**config.mk**
```make
export PLATFORM = sky130hd
export DESIGN_NAME = llsc_ctrl
export DESIGN_NICKNAME = d
export VERILOG_FILES = /design/src/rtl/cache_pkg.sv /design/src/rtl/cpu_types_pkg.sv /design/src/rtl/llsc_stats.sv /design/src/rtl/llsc_ctrl.sv
export SDC_FILE = /design/constraint.sdc
export NUM_CORES = 1
export LEC_CHECK = 0
export CORE_AREA = 2 2 117 119
export DETAILED_ROUTE_END_ITERATION = 12
export DIE_AREA = 0 0 119 121
export SLEW_MARGIN = 0
export SYNTH_ARGS = -nofsm -noshare
export SYNTH_HDL_FRONTEND = slang
export SYNTH_HIERARCHICAL = 1
export SYNTH_SLANG_ARGS = --single-unit
```
**constraint.sdc**
```tcl
create_clock -name CLK -period 1.9 [get_ports CLK]
set_input_delay 0.38 -clock CLK [delete_from_list [all_inputs] [get_ports CLK]]
set_output_delay 0.38 -clock CLK [all_outputs]
set_load 0.02 [all_outputs]
```
**src/rtl/cache_pkg.sv**
```systemverilog
// Cache front-end types: LL/SC sequencer states and counter width.
package cache_pkg;

  localparam int LLSC_CNT_W = 16;

  typedef enum logic [1:0] {
    IDLE    = 2'd0,
    SC_WR   = 2'd1,
    SC_RESP = 2'd2
  } llsc_state_t;

endpackage

```
**src/rtl/cpu_types_pkg.sv**
```systemverilog
// Core-wide scalar types shared by datapath and cache front end.
package cpu_types_pkg;

  localparam int WORD_W = 32;

  typedef logic [WORD_W-1:0] word_t;

endpackage

```
**src/rtl/llsc_stats.sv**
```systemverilog
// Saturating SC pass/fail event counters.
module llsc_stats
  import cache_pkg::*;
(
  input  logic                  CLK,
  input  logic                  nRST,
  input  logic                  pass_evt,
  input  logic                  fail_evt,
  output logic [LLSC_CNT_W-1:0] pass_cnt,
  output logic [LLSC_CNT_W-1:0] fail_cnt
);

  localparam logic [LLSC_CNT_W-1:0] CNT_MAX = '1;

  // Each counter sticks at all-ones once reached.
  always_ff @(posedge CLK or negedge nRST) begin
    if (!nRST) begin
      pass_cnt <= '0;
      fail_cnt <= '0;
    end else begin
      if (pass_evt && pass_cnt != CNT_MAX)
        pass_cnt <= pass_cnt + 1'b1;
      if (fail_evt && fail_cnt != CNT_MAX)
        fail_cnt <= fail_cnt + 1'b1;
    end
  end

endmodule

```
**src/rtl/llsc_ctrl.sv**
```systemverilog
// LL/SC sequencer between datapath memory port and dcache; drives the external link register.
// Optional LLSC_STATS_EN adds sc_pass_cnt/sc_fail_cnt saturating counters.
module llsc_ctrl
  import cpu_types_pkg::*;
  import cache_pkg::*;
(
`ifdef LLSC_STATS_EN
  output logic [LLSC_CNT_W-1:0] sc_pass_cnt,
  output logic [LLSC_CNT_W-1:0] sc_fail_cnt,
`endif
  input  logic  CLK,
  input  logic  nRST,
  input  logic  dmemREN,
  input  logic  dmemWEN,
  input  logic  datomic,
  input  word_t dmemaddr,
  input  word_t dmemstore,
  output logic  dhit,
  output word_t dmemload,
  output logic  c_ren,
  output logic  c_wen,
  output word_t c_addr,
  output word_t c_store,
  input  logic  c_hit,
  input  word_t c_load,
  input  logic  snoop_inv,
  input  word_t snoop_addr,
  output logic  lm_update,
  output logic  lm_invalid_cpu,
  output logic  lm_invalid_bus,
  output word_t lm_addr_cpu,
  output word_t lm_addr_bus,
  input  logic  lm_write_valid
);

  llsc_state_t state;
  logic        result;
  logic        snoop_match;

  assign snoop_match    = snoop_inv && (snoop_addr == dmemaddr);
  assign lm_invalid_bus = snoop_inv;
  assign lm_addr_bus    = snoop_addr;
  assign lm_addr_cpu    = dmemaddr;

  // A cache hit in SC_WR wins over a same-cycle snoop: the write already landed.
  always_ff @(posedge CLK or negedge nRST) begin
    if (!nRST) begin
      state  <= IDLE;
      result <= 1'b0;
    end else begin
      case (state)
        IDLE: begin
          if (dmemWEN && datomic) begin
            if (lm_write_valid) begin
              state <= SC_WR;
            end else begin
              result <= 1'b0;
              state  <= SC_RESP;
            end
          end
        end
        SC_WR: begin
          if (c_hit) begin
            result <= 1'b1;
            state  <= SC_RESP;
          end else if (snoop_match) begin
            result <= 1'b0;
            state  <= SC_RESP;
          end
        end
        SC_RESP: state <= IDLE;
        default: state <= IDLE;
      endcase
    end
  end

  always_comb begin
    dhit           = 1'b0;
    dmemload       = '0;
    c_ren          = 1'b0;
    c_wen          = 1'b0;
    c_addr         = dmemaddr;
    c_store        = dmemstore;
    lm_update      = 1'b0;
    lm_invalid_cpu = 1'b0;
    case (state)
      IDLE: begin
        if (dmemREN) begin
          c_ren     = 1'b1;
          dhit      = c_hit;
          dmemload  = c_load;
          lm_update = datomic && c_hit;
        end else if (dmemWEN && !datomic) begin
          c_wen          = 1'b1;
          dhit           = c_hit;
          lm_invalid_cpu = c_hit;
        end
      end
      SC_WR: begin
        c_wen          = 1'b1;
        lm_invalid_cpu = c_hit;
      end
      SC_RESP: begin
        dhit     = 1'b1;
        dmemload = {{(WORD_W-1){1'b0}}, result};
      end
      default: ;
    endcase
  end

`ifdef LLSC_STATS_EN
  llsc_stats u_stats (
    .CLK      (CLK),
    .nRST     (nRST),
    .pass_evt (state == SC_RESP && result),
    .fail_evt (state == SC_RESP && !result),
    .pass_cnt (sc_pass_cnt),
    .fail_cnt (sc_fail_cnt)
  );
`endif

endmodule

```
; ---- Yosys cells after proc, flatten, opt, wreduce, memory -nomap -nowiden
; Cells that the tools add are included.
; Widths: inputs -> output; s select.
[word_totals]
regBits = 3
inputBits = 136
output_inout_bits = 166
elab_cells = 41
[classes]
n_eq_ne = 6
mux = 24
reduce_logical = 9
[ops]
columns = cell, n
row1 = $pmux 32 s2, 1
row2 = $eq 32x32->1, 1
row3 = $mux 32, 1
row4 = $mux 1, 13
row5 = $mux 2, 4
row6 = $pmux 1 s2, 4
row7 = $logic_and 1x1->1, 4
row8 = $ne 2x2->1 const B, 2
row9 = $pmux 2 s2, 1
row10 = $reduce_and 4->1, 1
row11 = $ne 3x3->1 const B, 1
row12 = $eq 2x1->1 const B, 1
row13 = $eq 2x2->1 const B, 1
row14 = $logic_not 2->1, 1
row15 = $reduce_and 2->1, 1
row16 = $reduce_bool 2->1, 1
row17 = $logic_not 1->1, 1

; ---- Logic depth before layout (Yosys ltp)
; Gate-level depths: netlist of run 1.
[depth]
word_depth = 5
mapped_depth = 5

; ---- Worst setup path after synthesis of run 1
; OpenSTA, ideal clock, no wires.
[synth_timing]
path_kind = register to output
from = register state[0]
to = output dmemload[14]
arrival_ns = 1.435
t_required_ns = 1.520
setup_slack_ns = 0.085
stages_incl_launch_ff = 4
cell_sequence = dfrtp_1 > nor3_1 > clkbuf_1 > and2_1
[synth_between]
elab_chain_len = 2
elab_cells_between_ends = 3
cone_classes = 1 x eq/ne / 1 x mux / 1 x reduce/logical
[synth_lines]
columns = element, line_no
row1 = "start, declared", llsc_ctrl.sv:36  ; llsc_state_t state;
row2 = "start signal, assigned", llsc_ctrl.sv:48  ; state <= IDLE;
row3 = "start signal, assigned", llsc_ctrl.sv:55  ; state <= SC_WR;
row4 = "start signal, assigned", llsc_ctrl.sv:58  ; state <= SC_RESP;
row5 = $eq 2x2->1 or $logic_not 2->1 (tied branches), llsc_ctrl.sv:86  ; case (state)
row6 = $pmux 32 s2 (*), llsc_ctrl.sv:86
row7 = "end, declared", llsc_ctrl.sv:19  ; output word_t dmemload,
; Every way passes the cells marked *; elsewhere a longest branch is shown, timed or not.

; ---- Worst setup path in the final report of run 1
[layout_timing]
from = input snoop_addr[29]
to = output lm_addr_bus[29]
[layout_lines]
columns = element, line_no
row1 = "start, declared", llsc_ctrl.sv:27  ; input word_t snoop_addr,
row2 = "end, declared", llsc_ctrl.sv:32  ; output word_t lm_addr_bus,
; No word-level cell between the ends.

==> results of run 1 <==
[metal layers]
| layer | up-vias | wire length [µm] | track usage [%] |
|---|---|---|---|
| li1 | 895 | - | - |
| met1 | 800 | 2262 | 8.120 |
| met2 | 147 | 3562 | 15.95 |
| met3 | 6 | 758 | 3.102 |
| met4 | 0 | 12 | 1.265 |
| met5 | - | 0 | 0 |
[layout by cell type (no fill, tap or decap), types with 4 or more instances in the layout]
cell	count
buf_4	38
nand4_1	4
clkdlybuf4s50_1	117
dlygate4sd2_1	39
and2_1	31
xor2_1	11
buf_2	24
buf_6	6
xnor2_1	18
clkbuf_2	12
dlymetal6s2s_1	29
[flip-flops by register name (all words and copies together) (netlist names)]
name and cells:
state 2, result 1
[repair_timing]
| action | CTS | global route |
|---|---|---|
| pin swaps | 10 | 19 |
| endpoints found under the setup margin | 99 | 26 |
| cloned | 1 | 0 |
| hold buffers | 0 | 0 |
| resized for setup | 200 | 68 |
| buffers inserted | 2 | 0 |
[where the power goes]
part | internal [mW] | switching [mW] | leakage (nW) | total, mW
clock network | 0.277 | 0.0556 | 0.0382 | 0.332
registers | 0.0792 | 0.0144 | 0.0389 | 0.0936
logic | 0.554 | 0.480 | 1.77 | 1.03
total | 0.910 | 0.550 | 1.85 | 1.46
[metrics by stage]
stage | setup WS (ns) | setup TNS [ns] | hold WS [ns] | area (µm²)
after floorplan | 0.08499 | 0 | 0.08441 | 1755
after global placement | -0.5591 | -22.10 | 0.5457 | 3626
after detailed placement | -0.5719 | -22.36 | 0.5476 | 3626
after CTS | 0.0006073 | 0 | 0.3393 | 3587
after global routing | 0.0009266 | 0 | 0.3513 | 3656
final | 0.02809 | 0 | 0.3394 | 3656
[how the worst max path moves through the flow]
stage | from | endpoint | slack (ns) | cells after the start
final | snoop_addr[29] | lm_addr_bus[29] | 0.03 | 2
after CTS | snoop_addr[14] | result | 0.0006 | 6
after global placement | dmemREN | dmemload[29] | -0.56 | 6
after global routing | dmemaddr[3] | result | 0.0009 | 6
after floorplan | state[0] | dmemload[14] | 0.08 | 3
after detailed placement | dmemREN | dmemload[1] | -0.57 | 6
[cell type report]
cell class / count / area, µm²
repair buffers: 273 / 2520
clock buffers: 4 / 78.83
fillers: 1404 / 9429
inverters: 2 / 7.507
well taps: 176 / 220.2
flip-flops and latches: 3 / 75.07
multi-input cells: 97 / 754.5
[cell families after synthesis]
kind of cell / after synthesis
flip-flops: 3
AND/OR/NAND/NOR: 56
buffers and inverters: 134
AO/OA/AOI/OAI: 9
XOR/XNOR: 32
==> flow_metrics.py, run 1 <==
metrics = {
    "route": {
        "dr.pass1.iters": 4,
        "via_per_inst": 3.330,
        "totalWireLength_mm": 6.595,
        "vias": 1848,
        "wl_per_cell_um": 11.88,
        "final_antenna_net_count": 0,
        "drc": 0,
        "drtIter0Drc": 38,
    },
    "clock_network": {
        "clk_pin_slew_ns": 0.03,
        "cts_tree": "done",
        "cts_root_buf": "clkbuf_16",
        "clockBufferDepth": 2,
        "clkSinkCount": 3,
        "htree_levels": 1,
        "numCtsBuffers": 3,
        "clk_latency_ns": 0.22,
    },
    "run": {
        "max-cap-violations": 0,
    },
    "place": {
        "dpl.hpwl_mm": 5.674,
        "port_buffers": 237,
        "post-place-cells": 548,
        "place.gp.congestion": 0.7912,
    },
    "synth": {
        "synthSimpleGateAreaFrac_pct": 20.31,
        "syn_area_per_cell_um2": 7.502,
        "synth_area_leader_cell": "buf_4",
        "synth_xor_area_share_pct": 15.97,
        "synth_top_area_share_pct": 55.17,
        "syn_nets": 370,
        "synthCells": 234,
        "synth_compound_gate_area_share_pct": 3.207,
        "synth_top_family_by_area": "buffers and inverters",
        "yosysUniqueCellTypes": 25,
        "synthTopCellsByArea": "buf_4 55%, and2_1 11%, xnor2_1 10%",
        "synth_area_mm2": 0.001755,
        "synth_edf_count": 0,
        "synth_adder_area_share_pct": 0,
        "yosysMostFrequentCell": "buf_4",
        "synthArstFlopShare_pct": 100.0,
        "synth-main-ff-cell": "dfrtp_1",
        "synth_commonest_cells": "129 x buf_4, 32 x and2_1, 21 x xnor2_1",
        "ys_warn_count": 6,
        "ys_seq_area_share_pct": 4.277,
        "synthMuxAreaShare_pct": 0,
        "ys_ff_latch": 3,
    },
    "setup_path": {
        "crit_buf_inv": 2,
        "slowest_delay_ns": 0.62,
        "start_kind": "input pin",
        "cp_data_arrival_time_ns": 1.49,
        "regToRegSetupSlack_ns": 0.70,
        "r2r_end": "result",
        "crit_required_ns": 1.52,
        "crit_path_end_kind": "output pin",
        "crit_chain": "clkdlybuf4s50_1, clkdlybuf4s50_1",
        "crit_type": "input pin to output pin",
        "critPathMaxFanout": 2,
        "slowest_stage": "clkdlybuf4s50_1",
        "rr_startpoint": "state[1]",
        "crit_family": "buffers and inverters",
        "r2r_cells": 6,
        "critPathMostFrequentCell": "clkdlybuf4s50_1",
    },
    "finish": {
        "drive_gt1_share_pct": 26.65,
        "nets": 516,
        "stdcell_count": 555,
        "area_delta_synth_final_pct": 108.3,
        "fin_util_pct": 27.94,
        "antenna_cells": 0,
    },
    "floorplanning": {
        "core_mm2": 0.01309,
        "start_util_pct": 13.42,
        "die_x_um": 119,
        "die_y_um": 121,
        "die_area_mm2": 0.01440,
        "io_pins": 302,
        "rows": 42,
    },
    "power_and_ir_drop": {
        "max-vdd-ir-drop_uv": 233.9,
        "p_total_mw": 1.460,
        "powerDensity_mw_per_mm2": 399.2,
        "p_leak_nw": 1.851,
    },
    "grt": {
        "grt_pass1_wl_mm": 9.404,
        "grtUsageTotal_pct": 8.089,
        "antenna_found_initial": 0,
        "grt_pass1_vias": 1870,
        "grt_max_degree": 17,
        "grt-ovfl-total": 0,
    },
    "timing": {
        "max-slew-margin-rel_pct": 79.47,
        "rsz0062_at_grt": "false",
        "max_freq_ghz": 0.5342,
        "worst_pin_slew_ns": 0.3056,
        "final-hold-violation-count": 0,
        "finalCritPeriodShare_pct": 98.52,
        "setup_viol": 0,
        "min_period_ns": 1.872,
        "maxSlewViolCount": 0,
        "final.setup_skew_ns": 0.0003858,
    },
    "outcome": {
        "outcome": "completed",
    },
    "hold_path": {
        "min_path_type": "input pin to asynchronous set/reset pin",
    },
}
Power figures use the tool's default switching activity.
==> inputs of run 2 (changes only) <==
SETUP_SLACK_MARGIN = 0.1   (was unset)
==> run 2 against run 1 <==
Effect of this change:
- clock skew rose by 0.0028 ns
- count of clock-buffer cells in the layout did not move
- non-clock buffer count rose by 2
- sequential share of layout area fell by 0.050 points
- first-iteration DRC count fell by 58%
- fmax rose by 4.1%
- register-to-register slack barely moved
- total power rose by 5.8%
- utilization rose by 0.70 points
- critical path depth rose by 3
- die area did not move
- sequential power fell by 0.9%
==> flow_metrics.py, run 2 (synthesized netlist as in run 1, its figures left out) <==
metrics = {
    "timing": {
        "setup_viol": 0,
        "max-slew-margin-rel_pct": 81.63,
        "tns_ns": 0,
        "final-hold-violation-count": 0,
        "finalCritPeriodShare_pct": 94.66,
        "worst_pin_slew_ns": 0.2733,
        "timing.hold.ws_ns": 0.3489,
        "max_freq_ghz": 0.5560,
        "final.setup_skew_ns": 0.003228,
        "maxSlewViolCount": 0,
        "fin_ws_ns": 0.1014,
        "min_period_ns": 1.799,
        "rsz0062_at_grt": "true",
    },
    "finish": {
        "nets": 518,
        "layout_common_cells": "110 x clkdlybuf4s50_1, 69 x dlygate4sd2_1, 44 x buf_4",
        "fin_util_pct": 28.64,
        "fin_area_mm2": 0.003747,
        "final_common_cell": "clkdlybuf4s50_1",
        "area_delta_synth_final_pct": 113.5,
        "largest_register_ff_count": 2,
        "drive_gt1_share_pct": 29.13,
        "top_regs": "state: 2 flops, result: 1 flops",
        "regMostFlops": "state",
        "antenna_cells": 0,
        "fillers": 1395,
        "stdcell_count": 557,
    },
    "grt": {
        "antenna_found_initial": 0,
        "grt-ovfl-total": 0,
        "grt_pass1_vias": 1999,
        "grt_max_degree": 17,
        "grtUsageTotal_pct": 9.304,
        "grt_pass1_wl_mm": 10.54,
    },
    "place": {
        "place.gp.congestion": 0.7723,
        "dpl_cell_area_mm2": 0.003626,
        "port_buffers": 237,
        "post-place-cells": 548,
        "pre_cts_ws_ns": -0.6530,
        "dpl.hpwl_mm": 6.405,
    },
    "hold_path": {
        "min_path_type": "input pin to asynchronous set/reset pin",
    },
    "clock_network": {
        "clk_latency_ns": 0.22,
        "clkSinkCount": 3,
        "clk_pin_slew_ns": 0.03,
        "htree_levels": 1,
        "cts_tree": "done",
        "cts_root_buf": "clkbuf_16",
        "numCtsBuffers": 3,
        "clockBufferDepth": 2,
    },
    "route": {
        "totalWireLength_mm": 7.472,
        "via_per_inst": 3.492,
        "drtIter0Drc": 16,
        "vias": 1945,
        "wl_per_cell_um": 13.41,
        "final_antenna_net_count": 0,
        "drc": 0,
        "dr.pass1.iters": 2,
    },
    "setup_path": {
        "cp_data_arrival_time_ns": 1.42,
        "crit_type": "flop to output pin",
        "critPathMaxFanout": 8,
        "start_kind": "flop",
        "crit_path_end_kind": "output pin",
        "crit_required_ns": 1.52,
    },
    "floorplanning": {
        "die_x_um": 119,
        "die_area_mm2": 0.01440,
        "core_mm2": 0.01309,
        "io_pins": 302,
        "rows": 42,
        "die_y_um": 121,
        "start_util_pct": 13.42,
    },
    "power_and_ir_drop": {
        "max-vdd-ir-drop_uv": 168.0,
        "powerDensity_mw_per_mm2": 412.0,
        "p_total_mw": 1.544,
        "p_leak_nw": 1.762,
    },
    "outcome": {
        "outcome": "completed",
    },
    "run": {
        "max-cap-violations": 0,
    },
}
==> run 2: changes by cell type in the layout (fill, tap and decap cells not counted), moves of 2 or more <==
| cell | before | now |
|---|---|---|
| dlygate4sd2_1 | 39 | 69 |
| dlymetal6s2s_1 | 29 | 9 |
| buf_2 | 24 | 7 |
| and2_1 | 31 | 15 |
| and2_4 | 1 | 17 |
| buf_6 | 6 | 20 |
| clkdlybuf4s50_1 | 117 | 110 |
| buf_4 | 38 | 44 |
| clkbuf_2 | 12 | 6 |
| clkdlybuf4s15_1 | 3 | 7 |
| clkdlybuf4s15_2 | 3 | 0 |
| xnor2_1 | 18 | 20 |
| xnor2_2 | 3 | 1 |
==> run 2: metal layers <==
| layer | part of all wire (%) | GRT usage (%) | wire length (µm) |
|---|---|---|---|
| met1 | 33 | 9.200 | 2467 |
| met2 | 55 | 18.82 | 4086 |
| met3 | 12 | 3.477 | 882 |
| met4 | 0.48 | 0.9673 | 36 |
| met5 | 0 | 0 | 0 |
==> run 2: cell type report <==
cell class,count,area [µm²],area share (%)
timing repair buffer,275,2581,68.88
multi-input combinational,97,784.5,20.93
inverter,2,7.507,0.2003
tap,176,220.2,5.876
clock buffer,4,78.83,2.104
sequential,3,75.07,2.003
==> run 2: what timing repair did <==
action | CTS | global route
pin swaps | 11 | 13
endpoints found under the setup margin | 136 | 38
buffers inserted | 3 | 0
hold buffers | 0 | 0
gates resized for setup | 230 | 85
gates cloned | 1 | 1
==> run 2: worst max-delay path, stage by stage, from the launching register on <==
cell       delay, ns
dfrtp_1         0.40
nor3_4          0.24
buf_6           0.16
clkbuf_16       0.15
and2_4          0.14
buf_6           0.11
==> run 2: final timing paths <==
kind                               start            to  slack (ns)  cells after the start
worst max-delay path            state[1]  dmemload[24]        0.10                      5
worst min-delay path                nRST      state[0]        0.35                      1
worst max register to register  state[1]        result        0.71                      6
worst min register to register    result        result        0.56                      2
max in group asynchronous           nRST      state[1]        1.39                      1
min in group CLK                  result        result        0.56                      2
==> run 2: power breakdown <==
part / total [mW] / leakage, nW / internal [mW] / switching [mW]
clock: 0.336 / 0.0382 / 0.277 / 0.0590
combinational: 1.12 / 1.68 / 0.610 / 0.505
sequential: 0.0928 / 0.0389 / 0.0792 / 0.0136
==> inputs of run 3 (changes only) <==
SYNTH_HIERARCHICAL = unset   (was 1)
==> results of run 3 <==
Final layout, timing and power as in run 2 (identical DEF).
Among the figures that moved: Yosys warning count 6 -> 0
